==> src/rtl/seg7_pkg.sv <==
// Shared seven-segment constants and types for the scan driver and its
// receive-side decoder.
package seg7_pkg;

   localparam int NUM_DIGITS = 8;

   // Active-high segment patterns {g,f,e,d,c,b,a}
   localparam logic [6:0] SEG_HEX_0 = 7'h3F;
   localparam logic [6:0] SEG_HEX_1 = 7'h06;
   localparam logic [6:0] SEG_HEX_2 = 7'h5B;
   localparam logic [6:0] SEG_HEX_3 = 7'h4F;
   localparam logic [6:0] SEG_HEX_4 = 7'h66;
   localparam logic [6:0] SEG_HEX_5 = 7'h6D;
   localparam logic [6:0] SEG_HEX_6 = 7'h7D;
   localparam logic [6:0] SEG_HEX_7 = 7'h07;
   localparam logic [6:0] SEG_HEX_8 = 7'h7F;
   localparam logic [6:0] SEG_HEX_9 = 7'h6F;
   localparam logic [6:0] SEG_HEX_A = 7'h77;
   localparam logic [6:0] SEG_HEX_B = 7'h7C;
   localparam logic [6:0] SEG_HEX_C = 7'h39;
   localparam logic [6:0] SEG_HEX_D = 7'h5E;
   localparam logic [6:0] SEG_HEX_E = 7'h79;
   localparam logic [6:0] SEG_HEX_F = 7'h71;
   localparam logic [6:0] SEG_BLANK = 7'h00;

   typedef enum logic [1:0] {
      ST_WAIT,
      ST_SETTLE,
      ST_HELD
   } scan_state_t;

   // Index of the selected digit; only meaningful when exactly one bit is low.
   function automatic logic [2:0] sel_index(input logic [NUM_DIGITS-1:0] sel_n);
      logic [2:0] idx;
      idx = 3'd0;
      for (int i = NUM_DIGITS - 1; i >= 0; i--) begin
         if (!sel_n[i]) idx = 3'(i);
      end
      return idx;
   endfunction

endpackage

==> src/rtl/seg7_pattern_decode.sv <==
// Combinational decode of an active-high seven-segment pattern back to a
// hex nibble, flagging blank and unrecognised patterns.
module seg7_pattern_decode
   import seg7_pkg::*;
(
   input  logic [6:0] pat_i,
   output logic [3:0] nibble_o,
   output logic       blank_o,
   output logic       err_o
);

   always_comb begin
      nibble_o = 4'h0;
      blank_o  = 1'b0;
      err_o    = 1'b0;
      case (pat_i)
         SEG_HEX_0: nibble_o = 4'h0;
         SEG_HEX_1: nibble_o = 4'h1;
         SEG_HEX_2: nibble_o = 4'h2;
         SEG_HEX_3: nibble_o = 4'h3;
         SEG_HEX_4: nibble_o = 4'h4;
         SEG_HEX_5: nibble_o = 4'h5;
         SEG_HEX_6: nibble_o = 4'h6;
         SEG_HEX_7: nibble_o = 4'h7;
         SEG_HEX_8: nibble_o = 4'h8;
         SEG_HEX_9: nibble_o = 4'h9;
         SEG_HEX_A: nibble_o = 4'hA;
         SEG_HEX_B: nibble_o = 4'hB;
         SEG_HEX_C: nibble_o = 4'hC;
         SEG_HEX_D: nibble_o = 4'hD;
         SEG_HEX_E: nibble_o = 4'hE;
         SEG_HEX_F: nibble_o = 4'hF;
         SEG_BLANK: blank_o  = 1'b1;
         default:   err_o    = 1'b1;
      endcase
   end

endmodule

==> src/rtl/seg_scan_decoder.sv <==
// Recovers the 32-bit display word and blank/dp masks from a scanned,
// active-low 8-digit seven-segment bus.
//
// state  | meaning
// WAIT   | sel not exactly one-low; idle between digits
// SETTLE | one digit selected; counting cycles of unchanged sel/seg
// HELD   | digit captured; wait for sel to move on
module seg_scan_decoder
   import seg7_pkg::*;
#(
   parameter int SETTLE_CYC  = 16,
   parameter int TIMEOUT_CYC = 2_000_000
) (
   input  logic        clk,
   input  logic        rst_n,
   input  logic [7:0]  sel,
   input  logic [7:0]  seg,
   output logic [31:0] disp_data,
   output logic [7:0]  blank_mask,
   output logic [7:0]  dp_mask,
   output logic        frame_valid,
   output logic        frame_err,
   output logic        frame_timeout
);

   localparam int SW = (SETTLE_CYC > 1) ? $clog2(SETTLE_CYC) : 1;
   localparam int TW = (TIMEOUT_CYC > 1) ? $clog2(TIMEOUT_CYC) : 1;

   logic [7:0]    sel_q, seg_q, sel_prev_q, seg_prev_q;
   scan_state_t   state_q, state_d;
   logic [SW-1:0] scnt_q, scnt_d;
   logic [TW-1:0] tcnt_q, tcnt_d;
   logic [31:0]   slot_nib_q;
   logic [7:0]    slot_blank_q, slot_dp_q;
   logic [7:0]    seen_q, seen_d;
   logic          err_acc_q, err_acc_d;
   logic [31:0]   disp_data_q;
   logic [7:0]    blank_mask_q, dp_mask_q;
   logic          frame_valid_q, frame_err_q, frame_timeout_q;

   logic          one_low, sel_chg, any_chg, settled, capture;
   logic          complete, timeout_hit;
   logic [2:0]    dig_idx;
   logic [3:0]    dec_nib;
   logic          dec_blank, dec_err;

   assign one_low = $onehot(~sel_q);
   assign sel_chg = (sel_q != sel_prev_q);
   assign any_chg = sel_chg || (seg_q != seg_prev_q);
   assign settled = (scnt_q == SW'(SETTLE_CYC - 1));
   assign dig_idx = sel_index(sel_q);

   seg7_pattern_decode u_decode (
      .pat_i    (~seg_q[6:0]),
      .nibble_o (dec_nib),
      .blank_o  (dec_blank),
      .err_o    (dec_err)
   );

   always_ff @(posedge clk) begin
      if (!rst_n) begin
         sel_q      <= 8'hFF;
         seg_q      <= 8'hFF;
         sel_prev_q <= 8'hFF;
         seg_prev_q <= 8'hFF;
         state_q    <= ST_WAIT;
         scnt_q     <= '0;
      end else begin
         sel_q      <= sel;
         seg_q      <= seg;
         sel_prev_q <= sel_q;
         seg_prev_q <= seg_q;
         state_q    <= state_d;
         scnt_q     <= scnt_d;
      end
   end

   always_comb begin
      state_d = state_q;
      case (state_q)
         ST_WAIT:   if (one_low) state_d = ST_SETTLE;
         ST_SETTLE: begin
            if (!one_low)                 state_d = ST_WAIT;
            else if (!any_chg && settled) state_d = ST_HELD;
         end
         ST_HELD:   if (sel_chg) state_d = ST_WAIT;
         default:   state_d = ST_WAIT;
      endcase
   end

   always_comb begin
      capture = 1'b0;
      scnt_d  = scnt_q;
      case (state_q)
         ST_WAIT:   scnt_d = '0;
         ST_SETTLE: begin
            if (one_low && any_chg)          scnt_d = '0;
            else if (one_low && settled)     capture = 1'b1;
            else if (scnt_q != '1)           scnt_d = scnt_q + 1'b1;
         end
         default:   scnt_d = scnt_q;
      endcase
   end

   // Completion takes priority over a coincident timeout.
   assign complete    = (seen_q == 8'hFF);
   assign timeout_hit = !complete && (seen_q != 8'h00) && (tcnt_q == TW'(TIMEOUT_CYC - 1));

   always_comb begin
      seen_d    = seen_q;
      err_acc_d = err_acc_q;
      tcnt_d    = tcnt_q;
      if (capture) begin
         seen_d[dig_idx] = 1'b1;
         err_acc_d       = err_acc_q | dec_err;
      end
      if (complete || timeout_hit) begin
         seen_d    = '0;
         err_acc_d = 1'b0;
         tcnt_d    = '0;
      end else if (seen_q != 8'h00 && tcnt_q != '1) begin
         tcnt_d = tcnt_q + 1'b1;
      end
   end

   always_ff @(posedge clk) begin
      if (!rst_n) begin
         seen_q          <= '0;
         err_acc_q       <= 1'b0;
         tcnt_q          <= '0;
         slot_nib_q      <= '0;
         slot_blank_q    <= '0;
         slot_dp_q       <= '0;
         disp_data_q     <= '0;
         blank_mask_q    <= '0;
         dp_mask_q       <= '0;
         frame_valid_q   <= 1'b0;
         frame_err_q     <= 1'b0;
         frame_timeout_q <= 1'b0;
      end else begin
         seen_q          <= seen_d;
         err_acc_q       <= err_acc_d;
         tcnt_q          <= tcnt_d;
         frame_valid_q   <= complete;
         frame_timeout_q <= timeout_hit;
         if (capture) begin
            slot_nib_q[{dig_idx, 2'b00} +: 4] <= dec_nib;
            slot_blank_q[dig_idx]             <= dec_blank;
            slot_dp_q[dig_idx]                <= ~seg_q[7];
         end
         if (complete) begin
            disp_data_q  <= slot_nib_q;
            blank_mask_q <= slot_blank_q;
            dp_mask_q    <= slot_dp_q;
            frame_err_q  <= err_acc_q;
         end
      end
   end

   assign disp_data     = disp_data_q;
   assign blank_mask    = blank_mask_q;
   assign dp_mask       = dp_mask_q;
   assign frame_valid   = frame_valid_q;
   assign frame_err     = frame_err_q;
   assign frame_timeout = frame_timeout_q;

endmodule

==> config.mk <==
export PLATFORM = sky130hd
export DESIGN_NAME = seg_scan_decoder
export DESIGN_NICKNAME = d
export VERILOG_FILES = /design/src/rtl/seg7_pkg.sv /design/src/rtl/seg7_pattern_decode.sv /design/src/rtl/seg_scan_decoder.sv
export SDC_FILE = /design/constraint.sdc
export NUM_CORES = 1
export LEC_CHECK = 0
export ABC_CLOCK_PERIOD_IN_PS = 7000
export BUFFER_PORTS_ARGS = -buffer_cell sky130_fd_sc_hd__buf_2
export CAP_MARGIN = 25
export CELL_PAD_IN_SITES_DETAIL_PLACEMENT = 1
export CELL_PAD_IN_SITES_GLOBAL_PLACEMENT = 2
export CORE_MARGIN = 2
export CORE_UTILIZATION = 39
export DETAILED_ROUTE_END_ITERATION = 7
export PLACE_DENSITY_LB_ADDON = 0.1
export SYNTH_ARGS = -nofsm -noshare
export SYNTH_HDL_FRONTEND = slang
export SYNTH_SLANG_ARGS = --single-unit
==> constraint.sdc <==
create_clock -name clk -period 7 [get_ports clk]
set_input_delay 0.7 -clock clk [delete_from_list [all_inputs] [get_ports clk]]
set_output_delay 0.7 -clock clk [all_outputs]
set_load 0.01 [all_outputs]
### Word-level counts from Yosys, hierarchy flattened

Cells that the tools add are included.
W data, S select, Z words.

| word-level totals | value |
|---|---|
| latch bits | 0 |
| bits in registers | 167 |
| bits in read-only memories | 0 |
| input bits | 18 |
| bits in writable memories | 0 |
| memories kept | 0 |

| operators by class | value |
|---|---|
| muxes and demuxes | 28 |
| reduce and logical (&&, ||, !) cells | 19 |
| magnitude comparators | 2 |
| shift operators | 2 |
| bitwise operators | 6 |
| equality and inequality tests | 31 |
| add/sub/neg operators | 10 |
| divide/modulo/power cells | 0 |
| multipliers | 0 |

Operators by type and width:

| kind | number |
|---|---|
| $eq A7 B7 Y1 const B | 12 |
| $pmux W4 S15 | 1 |
| $bwmux W32 | 1 |
| $shift A4 B7 Y32 const A | 1 |
| $shiftx A4 B7 Y32 | 1 |
| $mux W3 | 8 |
| $add A21 B1 Y21 const B | 1 |
| $eq A21 B21 Y1 const B | 1 |
| $ne A21 B21 Y1 const B | 1 |
| $reduce_or A17 Y1 | 1 |
| $bwmux W8 | 2 |
| $ne A8 B8 Y1 | 2 |
| $eq A7 B3 Y1 const B | 2 |
| $eq A7 B6 Y1 const B | 2 |
| $mux W4 | 3 |
| $ne A3 B3 Y1 const B | 3 |
| $add A1 B1 Y2 | 4 |
| $eq A8 B8 Y1 const B | 1 |
| $mux W2 | 4 |
| $not A8 Y8 | 1 |
| $or A8 B8 Y8 | 1 |
| $pmux W4 S2 | 1 |
| $reduce_bool A8 Y1 | 1 |
| $logic_and A1 B1 Y1 | 7 |
| other kinds (25) | 36 |

### Logic depth before layout (Yosys ltp)

Gate-level depths: netlist of the first run.

| logic depth | value |
|---|---|
| depth after elaboration | 13 |
| mapped depth | 14 |
| mapped depth without buffers | 13 |

### Cells and area by module

From an unflattened synthesis of the first run, not the netlist that was laid out.

| second synthesis, totals | value |
|---|---|
| cell total of the unflattened synthesis | 715 |
| area, all modules | 6961.7 sq um |

Modules (own cells, without submodules):

| module | cells each | instances | area an instance (sq um) | sequential area each (sq um) |
|---|---|---|---|---|
| seg_scan_decoder | 660 | 1 | 6583.8 | 3343.2 |
| seg7_pattern_decode | 55 | 1 | 377.9 | 0.0 |

### Worst setup path before layout of the first run

Ideal clock, no wire load.

| path | value |
|---|---|
| path kind | reg-to-reg |
| from | reg sel_q[0] |
| to | reg slot_nib_q[29] |
| arrival | 3.809 ns |
| stages on the path, launching flop included | 15 |
| clock period less this slack | 3.946 ns |
| buffers on the path | 1 |
| slack | 3.054 ns |
| setup time | 0.138 ns |
| cells stage by stage | dfxtp_1 > fa_1 > inv_1 > fa_1 > fa_1 > ha_1 > inv_1 > fa_1 > nor2_1 > a31o_2 > nand4b_1 > nor4_4 > buf_4 > nand3_2 > mux2i_1 |

| between the ends | value |
|---|---|
| cells in the longest elaborated chain, start to end | 9 |

Ends and longest elaborated chain:

| what | line | text |
|---|---|---|
| start, declared | seg_scan_decoder.sv:29 | `logic [7:0] sel_q, seg_q, sel_prev_q, seg_prev_q;` |
| start signal, assigned | seg_scan_decoder.sv:69 | `sel_q <= sel;` |
| $not A8 Y8 | seg_scan_decoder.sv:47 | `assign one_low = $onehot(~sel_q);` |
| $add A1 B1 Y2 (not written as such) | seg_scan_decoder.sv:47 |  |
| $add A2 B2 Y3 (not written as such) | seg_scan_decoder.sv:47 |  |
| $add A3 B3 Y4 (not written as such) | seg_scan_decoder.sv:47 |  |
| $eq A4 B1 Y1 | seg_scan_decoder.sv:47 |  |
| $logic_and A1 B1 Y1 | seg_scan_decoder.sv:98 | `else if (one_low && settled) capture = 1'b1;` |
| $mux W1 | seg_scan_decoder.sv:98 |  |
| $mux W1 | seg_scan_decoder.sv:97 | `if (one_low && any_chg) scnt_d = '0;` |
| $mux W1 | seg_scan_decoder.sv:94 | `case (state_q)` |
| end signal, assigned by index | seg_scan_decoder.sv:147 | `slot_nib_q[{dig_idx, 2'b00} +: 4] <= dec_nib;` |
| end, declared | seg_scan_decoder.sv:33 | `logic [31:0] slot_nib_q;` |

Parallel ways exist; a longest one is shown, timed or not.
A chain may end at the register's enable or synchronous reset.

### Worst setup path in the final report of the first run

| path | value |
|---|---|
| from | reg sel_q[0] |
| to | reg slot_nib_q[17] |

The elaborated chain is that of the path after synthesis.

==> flow_summary_export.csv, run 1 <==
group,metric,value,unit
final_layout,mostFrequentLayoutCells,"195 x nand2_1, 167 x dfxtp_1, 67 x buf_2",
sta,hold_slack,0.448,ns
critical_path,worstPathCellList,"fa_1, inv_1, fa_1, fa_1, ha_1, inv_1, fa_1, nor2_1, a31o_2, nand4b_1, nor4_4, buf_6, nand4_1, mux2i_1",
routing,wl_per_cell,16.1,um
power,power_leakage,3.31,nW
grt,grt_use_met1,0.246,
synthesis,syn_nets,829,
sta,rsz0062_at_grt,"no",
grt,grt_use_met3,0.0457,
grt,grt_max_degree,88,
cts,htree_levels,4,
sta,max_freq,0.228,GHz
critical_path,worstPathArrival,4.65,ns
floorplan,start_util,0.394,
synthesis,ys_warn_count,0,
sta,skew,0.00863,ns
power,powerDensity,243,nW/um^2
grt,antenna_found_initial,0,
synthesis,syn_inst,800,
critical_path,crit_buf_inv,3,
synthesis,syn_area,7010,um^2
sta,setup_viol,0,
routing,ant_nets,0,
critical_path,worstRegToRegCells,14,
critical_path,criticalPathCategory,"reg2reg",
critical_path,r2r-start,"sel_q[0]",
outcome,status,"complete, no violations",
synthesis,avgSynthCellArea,8.76,um^2
cts,cts_buffer_depth,2,
place,hpwlAfterDp,12.1,mm
final_layout,fin_nets,877,
critical_path,crit_end,"slot_nib_q[17]",
critical_path,slowest_delay,0.56,ns
power,vdd_drop_max,0.172,mV
grt,grt_pass1_wl,29.2,mm
critical_path,critPathTopFamily,"adder cells",
critical_path,crit_start,"sel_q[0]",
grt,gr-usage-met2,0.316,
synthesis,synth_edf_count,0,
floorplan,die_x,138,um
floorplan,die_area,19100,um^2
final_layout,drive_above_1_share,0.131,
cts,cts_tree,"yes",
cts,clk_pin_slew,0.06,ns
floorplan,coreArea,17800,um^2
final_layout,nFillCells,2107,
critical_path,r2r_slack,2.61,ns
grt,grt_overflow,0,
cts,root_buffer,"clkbuf_16",
routing,routed_wl,17.5,mm
synthesis,synthArstFlopShare,0,
critical_path,crit_slowest_cell,"fa_1",
sta,hold_viol,0,
cts,clock-sinks,167,
grt,grtUsageTotal,0.189,
final_layout,post-route-util,0.454,
place,placed_area,7520,um^2
sta,drv_slew,0,
floorplan,num_rows,49,
power,total_power,1.96,mW
synthesis,ys_seq_area_frac,0.477,
final_layout,syn_to_final_growth,15.3,%
cts,ctsResizeCount,0,
synthesis,ys.flop_type,"dfxtp_1",
synthesis,ys_seq_elements,167,
routing,dr_total_vias,5557,
critical_path,path_depth,14,
routing,drt_iter0_drc,209,
critical_path,start_kind,"flip-flop",
floorplan,die_h,138,um
cts,cts_made_buffers,17,
cts,clock_latency,0.43,ns
place,portBuffers,68,
cts,hold_buffers,0,
run,maxCapViolCount,0,
routing,vias_per_cell,5.10,
sta,tightest_slew,0.822,ns
place,globalplace.congestion,0.811,
cts,post-cts-setup-buffers,0,
final_layout,antenna-diode-count,0,
critical_path,crit_fanout,13,
synthesis,yosysUniqueCellTypes,57,
sta,finalCriticalPeriod,4.39,ns
hold_path,hold_path_class,"in2reg",
critical_path,timing.rr.end,"slot_nib_q[17]",
routing,dr.pass1.iters,4,
critical_path,cp-end-kind,"flip-flop",
sta,period_share,0.627,
sta,fin_tns_setup,0,ns
final_layout,mostFrequentLayoutCell,"nand2_1",
grt,grt_pass1_vias,5677,
critical_path,required,7.26,ns
routing,drc,0,
grt,busiest_layer,"met2",
final_layout,fin_area,8080,um^2
sta,relSlewSlack,0.449,
floorplan,io_pins,69,
critical_path,crit_path_frequent_cell,"fa_1",
## layout make-up
| cell class | instances | area, um^2 | share of cell area |
|---|---|---|---|
| Inverter | 22 | 82.6 | 0.0102 |
| Sequential cell | 167 | 3340 | 0.414 |
| Multi-Input combinational cell | 566 | 3410 | 0.422 |
| Timing Repair Buffer | 74 | 417 | 0.0516 |
| Tap cell | 229 | 287 | 0.0355 |
| Clock buffer | 24 | 492 | 0.0609 |
| Clock inverter | 7 | 46.3 | 0.00573 |
## how the worst min path moves through the flow
| stage | startpoint | end | slack [ns] | cells after the start |
|---|---|---|---|---|
| after CTS | seg[0] | seg_q[0] | 0.43 | 2 |
| after floorplan | slot_blank_q[4] | slot_blank_q[4] | 0.43 | 2 |
| after global placement | slot_blank_q[6] | slot_blank_q[6] | 0.45 | 2 |
| after global routing | seg[1] | seg_q[1] | 0.44 | 2 |
| after detailed placement | slot_blank_q[6] | slot_blank_q[6] | 0.45 | 2 |
| final | seg[7] | seg_q[7] | 0.45 | 2 |
## power breakdown
group          internal, mW  switching [mW]
sequential            0.962          0.0187
clock                 0.488           0.380
combinational        0.0426          0.0703
## metal layers
| metal | vias up | part of all wire |
|---|---|---|
| li1 | 2785 | - |
| met1 | 2701 | 0.47 |
| met2 | 59 | 0.49 |
| met3 | 12 | 0.028 |
| met4 | 0 | 0.011 |
| met5 | - | 0 |
## flip-flops by register name (all words and copies together), names as in the netlist
name / cells
disp_data: 32
slot_nib_q: 32
tcnt_q: 21
blank_mask: 8
dp_mask: 8
seen_q: 8
seg_prev_q: 8
seg_q: 8
sel_prev_q: 8
sel_q: 8
slot_blank_q: 8
slot_dp_q: 8
scnt_q: 4
state_q: 2
err_acc_q: 1
frame_err: 1
frame_timeout: 1
frame_valid: 1
## cells in the mapped netlist, types with 3 or more instances
cell type  instances  share of area
and2_1             3         0.0027
buf_2              5         0.0036
nor3_1             8         0.0057
a21oi_1           23          0.016
nand4_1           15          0.013
nor3b_1            5         0.0054
or3_1              7         0.0062
fa_1               4          0.011
o211ai_1           4         0.0043
nand2_1          195           0.10
nor2b_1            7         0.0062
o2111ai_1          3         0.0037
a21boi_0          49          0.052
nand3_1           19          0.014
clkbuf_1          38          0.020
xor2_1            23          0.029
and3_1             9         0.0080
mux2i_1           50          0.071
dfxtp_1          167           0.48
ha_1               7          0.012
nor4_1             7         0.0062
inv_1             22          0.012
nand2b_1          24          0.021
and4_1             4         0.0050
xnor2_1            9          0.011
o21ai_0            7         0.0050
nor2_1            47          0.025
## logic make-up after synthesis
kind of cell,after synthesis,synth area share
adder cells (fa/ha/maj),11,0.0239
multiplexers,51,0.0730
buffers and inverters,67,0.0373
AO/OA/AOI/OAI,108,0.106
AND/OR/NAND/NOR,364,0.243
XOR/XNOR,32,0.0400
flip-flops,167,0.477
## per-stage QoR
stage / std cells / worst slack [ns]
floorplan: 800 / 3.05
global placement: 1055 / 2.15
detailed placement: 1057 / 2.59
CTS: 1088 / 2.57
global route: 1089 / 2.29
finish: 1089 / 2.61
No activity file was read; power rests on OpenSTA's default activity.
==> run 2: changes to the inputs <==
ABC_CLOCK_PERIOD_IN_PS = 4500   (was 7000)
CORE_UTILIZATION = 36   (was 39)
clock period = 4.5 ns   (was 7 ns; I/O delays follow)
==> flow_summary_export.csv, run 2 (synthesis gave the netlist of run 1 again) <==
group,metric,value,unit
cts,htree_levels,4,
critical_path,required,4.76,ns
sta,drv_slew,0,
sta,rsz0062_at_grt,"no",
routing,routed_wl,17.5,mm
grt,grt_max_degree,84,
power,powerDensity,401,nW/um^2
floorplan,io_pins,69,
critical_path,r2r_slack,0.17,ns
floorplan,die_x,144,um
final_layout,syn_to_final_growth,18.3,%
grt,antenna_found_initial,0,
critical_path,crit_slowest_cell,"fa_1",
cts,post-cts-setup-buffers,0,
outcome,status,"complete, no violations",
final_layout,drive_above_1_share,0.138,
hold_path,hold_path_end,"seg_q[3]",
power,intPower,2.59,mW
critical_path,worstPathCellList,"fa_1, inv_1, fa_1, fa_1, ha_1, inv_1, fa_1, nor2_1, a31o_2, nand4b_1, nor4_4, buf_6, nand3_1, buf_4, mux2i_1",
cts,hold_buffers,0,
hold_path,whs_path_depth,2,
critical_path,cp-end-kind,"flip-flop",
routing,drt_iter0_drc,254,
grt,grt_overflow,0,
final_layout,mostFrequentLayoutCells,"195 x nand2_1, 167 x dfxtp_1, 67 x buf_2",
routing,wl_per_cell,15.4,um
final_layout,multi_input_area,3420,um^2
grt,grt_pass1_vias,5732,
critical_path,slowest_delay,0.50,ns
critical_path,timing.rr.end,"slot_nib_q[13]",
routing,dr.pass1.iters,4,
cts,cts_made_buffers,17,
power,seqPwrFrac,0.459,
run,maxCapViolCount,0,
place,portBuffers,68,
floorplan,die_h,144,um
grt,grt_pass1_wl,28.8,mm
sta,tightest_slew,0.848,ns
power,netSwitchingFraction,0.220,
final_layout,nFillCells,2306,
hold_path,worstHoldStart,"seg[3]",
sta,max_freq,0.231,GHz
sta,hold_viol,0,
cts,clk_pin_slew,0.06,ns
floorplan,num_rows,51,
power,vdd_drop_max,0.250,mV
final_layout,seq_area,3340,um^2
critical_path,criticalPathCategory,"reg2reg",
cts,cts_tree,"yes",
cts,clock-sinks,167,
cts,cts_buffer_depth,2,
sta,finalCriticalPeriod,4.33,ns
sta,setup_viol,0,
routing,vias_per_cell,4.90,
final_layout,fin_nets,884,
place,hpwlAfterDp,12.4,mm
power,power.share.combinational,0.055,
power,pwr-share-clk,0.487,
floorplan,start_util,0.364,
final_layout,mostFrequentLayoutCell,"nand2_1",
grt,grtUsageTotal,0.178,
power,power_switching,732,uW
hold_path,hold_path_class,"in2reg",
sta,relSlewSlack,0.431,
sta,hold_slack,0.198,ns
power,power_leakage,3.39,nW
sta,period_share,0.961,
floorplan,coreArea,19300,um^2
final_layout,antenna-diode-count,0,
routing,dr_total_vias,5550,
routing,ant_nets,0,
place,globalplace.congestion,0.776,
cts,root_buffer,"clkbuf_16",
critical_path,crit_fanout,16,
critical_path,start_kind,"flip-flop",
critical_path,crit_path_frequent_cell,"fa_1",
power,total_power,3.32,mW
floorplan,die_area,20600,um^2
sta,skew,0.0105,ns
routing,drc,0,
cts,clock_latency,0.43,ns
critical_path,r2r-start,"sel_q[3]",
critical_path,worstPathArrival,4.59,ns
sta,fin_tns_setup,0,ns
critical_path,worstRegToRegCells,15,
[run 2: final cells by class]
class	instances	area share
well taps	265	0.0400
inverters	22	0.00996
clock buffers	24	0.0581
multi-input cells	566	0.412
clock inverters	7	0.0201
flip-flops and latches	167	0.403
repair buffers	81	0.0566
[run 2: metal layers]
metal  vias to the layer above  GRT usage  wire length [um]
li1                       2803          -                 -
met1                      2663      0.225              8310
met2                        68      0.303              8500
met3                        16     0.0400               432
met4                         0     0.0583               227
met5                         -          0                 0
[run 2: through the flow]
step,std cells,util,setup WS (ns),area (um^2)
floorplan,800,-,0.554,7010
global placement,1099,0.394,0.320,7600
detailed placement,1100,0.395,0.186,7620
CTS,1131,0.429,0.101,8260
global route,1132,0.430,0.00123,8290
finish,1132,0.430,0.174,8290
[run 2: how the worst max path moves through the flow]
stage	start	endpoint	slack (ns)	cells after the start
3_3_place_gp	sel_q[0]	slot_nib_q[17]	0.32	15
2_1_floorplan	sel_q[0]	slot_nib_q[29]	0.55	14
6_report	sel_q[3]	slot_nib_q[13]	0.17	15
5_1_grt	sel_q[0]	slot_nib_q[13]	0.001	15
4_1_cts	sel_q[3]	slot_nib_q[13]	0.10	15
3_5_place_dp	sel_q[0]	slot_nib_q[13]	0.19	15
[run 2: power by group through the flow]
stage | sequential, mW | clock [mW] | combinational (mW)
2_1_floorplan | 1.54 | 0 | 0.141
3_3_place_gp | 1.56 | 0 | 0.178
3_5_place_dp | 1.56 | 0 | 0.182
4_1_cts | 1.52 | 1.66 | 0.184
5_1_grt | 1.53 | 1.73 | 0.205
6_report | 1.52 | 1.62 | 0.181
[run 2: repair_timing]
action                                 in CTS  in global routing
setup endpoints to repair                   0                  8
endpoints found under the hold margin       0                  0
gates resized for setup                     0                  2
[run 2: critical path: cells and delay by family (launching register included)]
family	cells	cell delay [ns]
adder cells (fa/ha/maj)	5	1.97
AND/OR/NAND/NOR	4	0.84
buffers and inverters	4	0.59
flip-flops	1	0.46
AO/OA/AOI/OAI	1	0.18
multiplexers	1	0.13
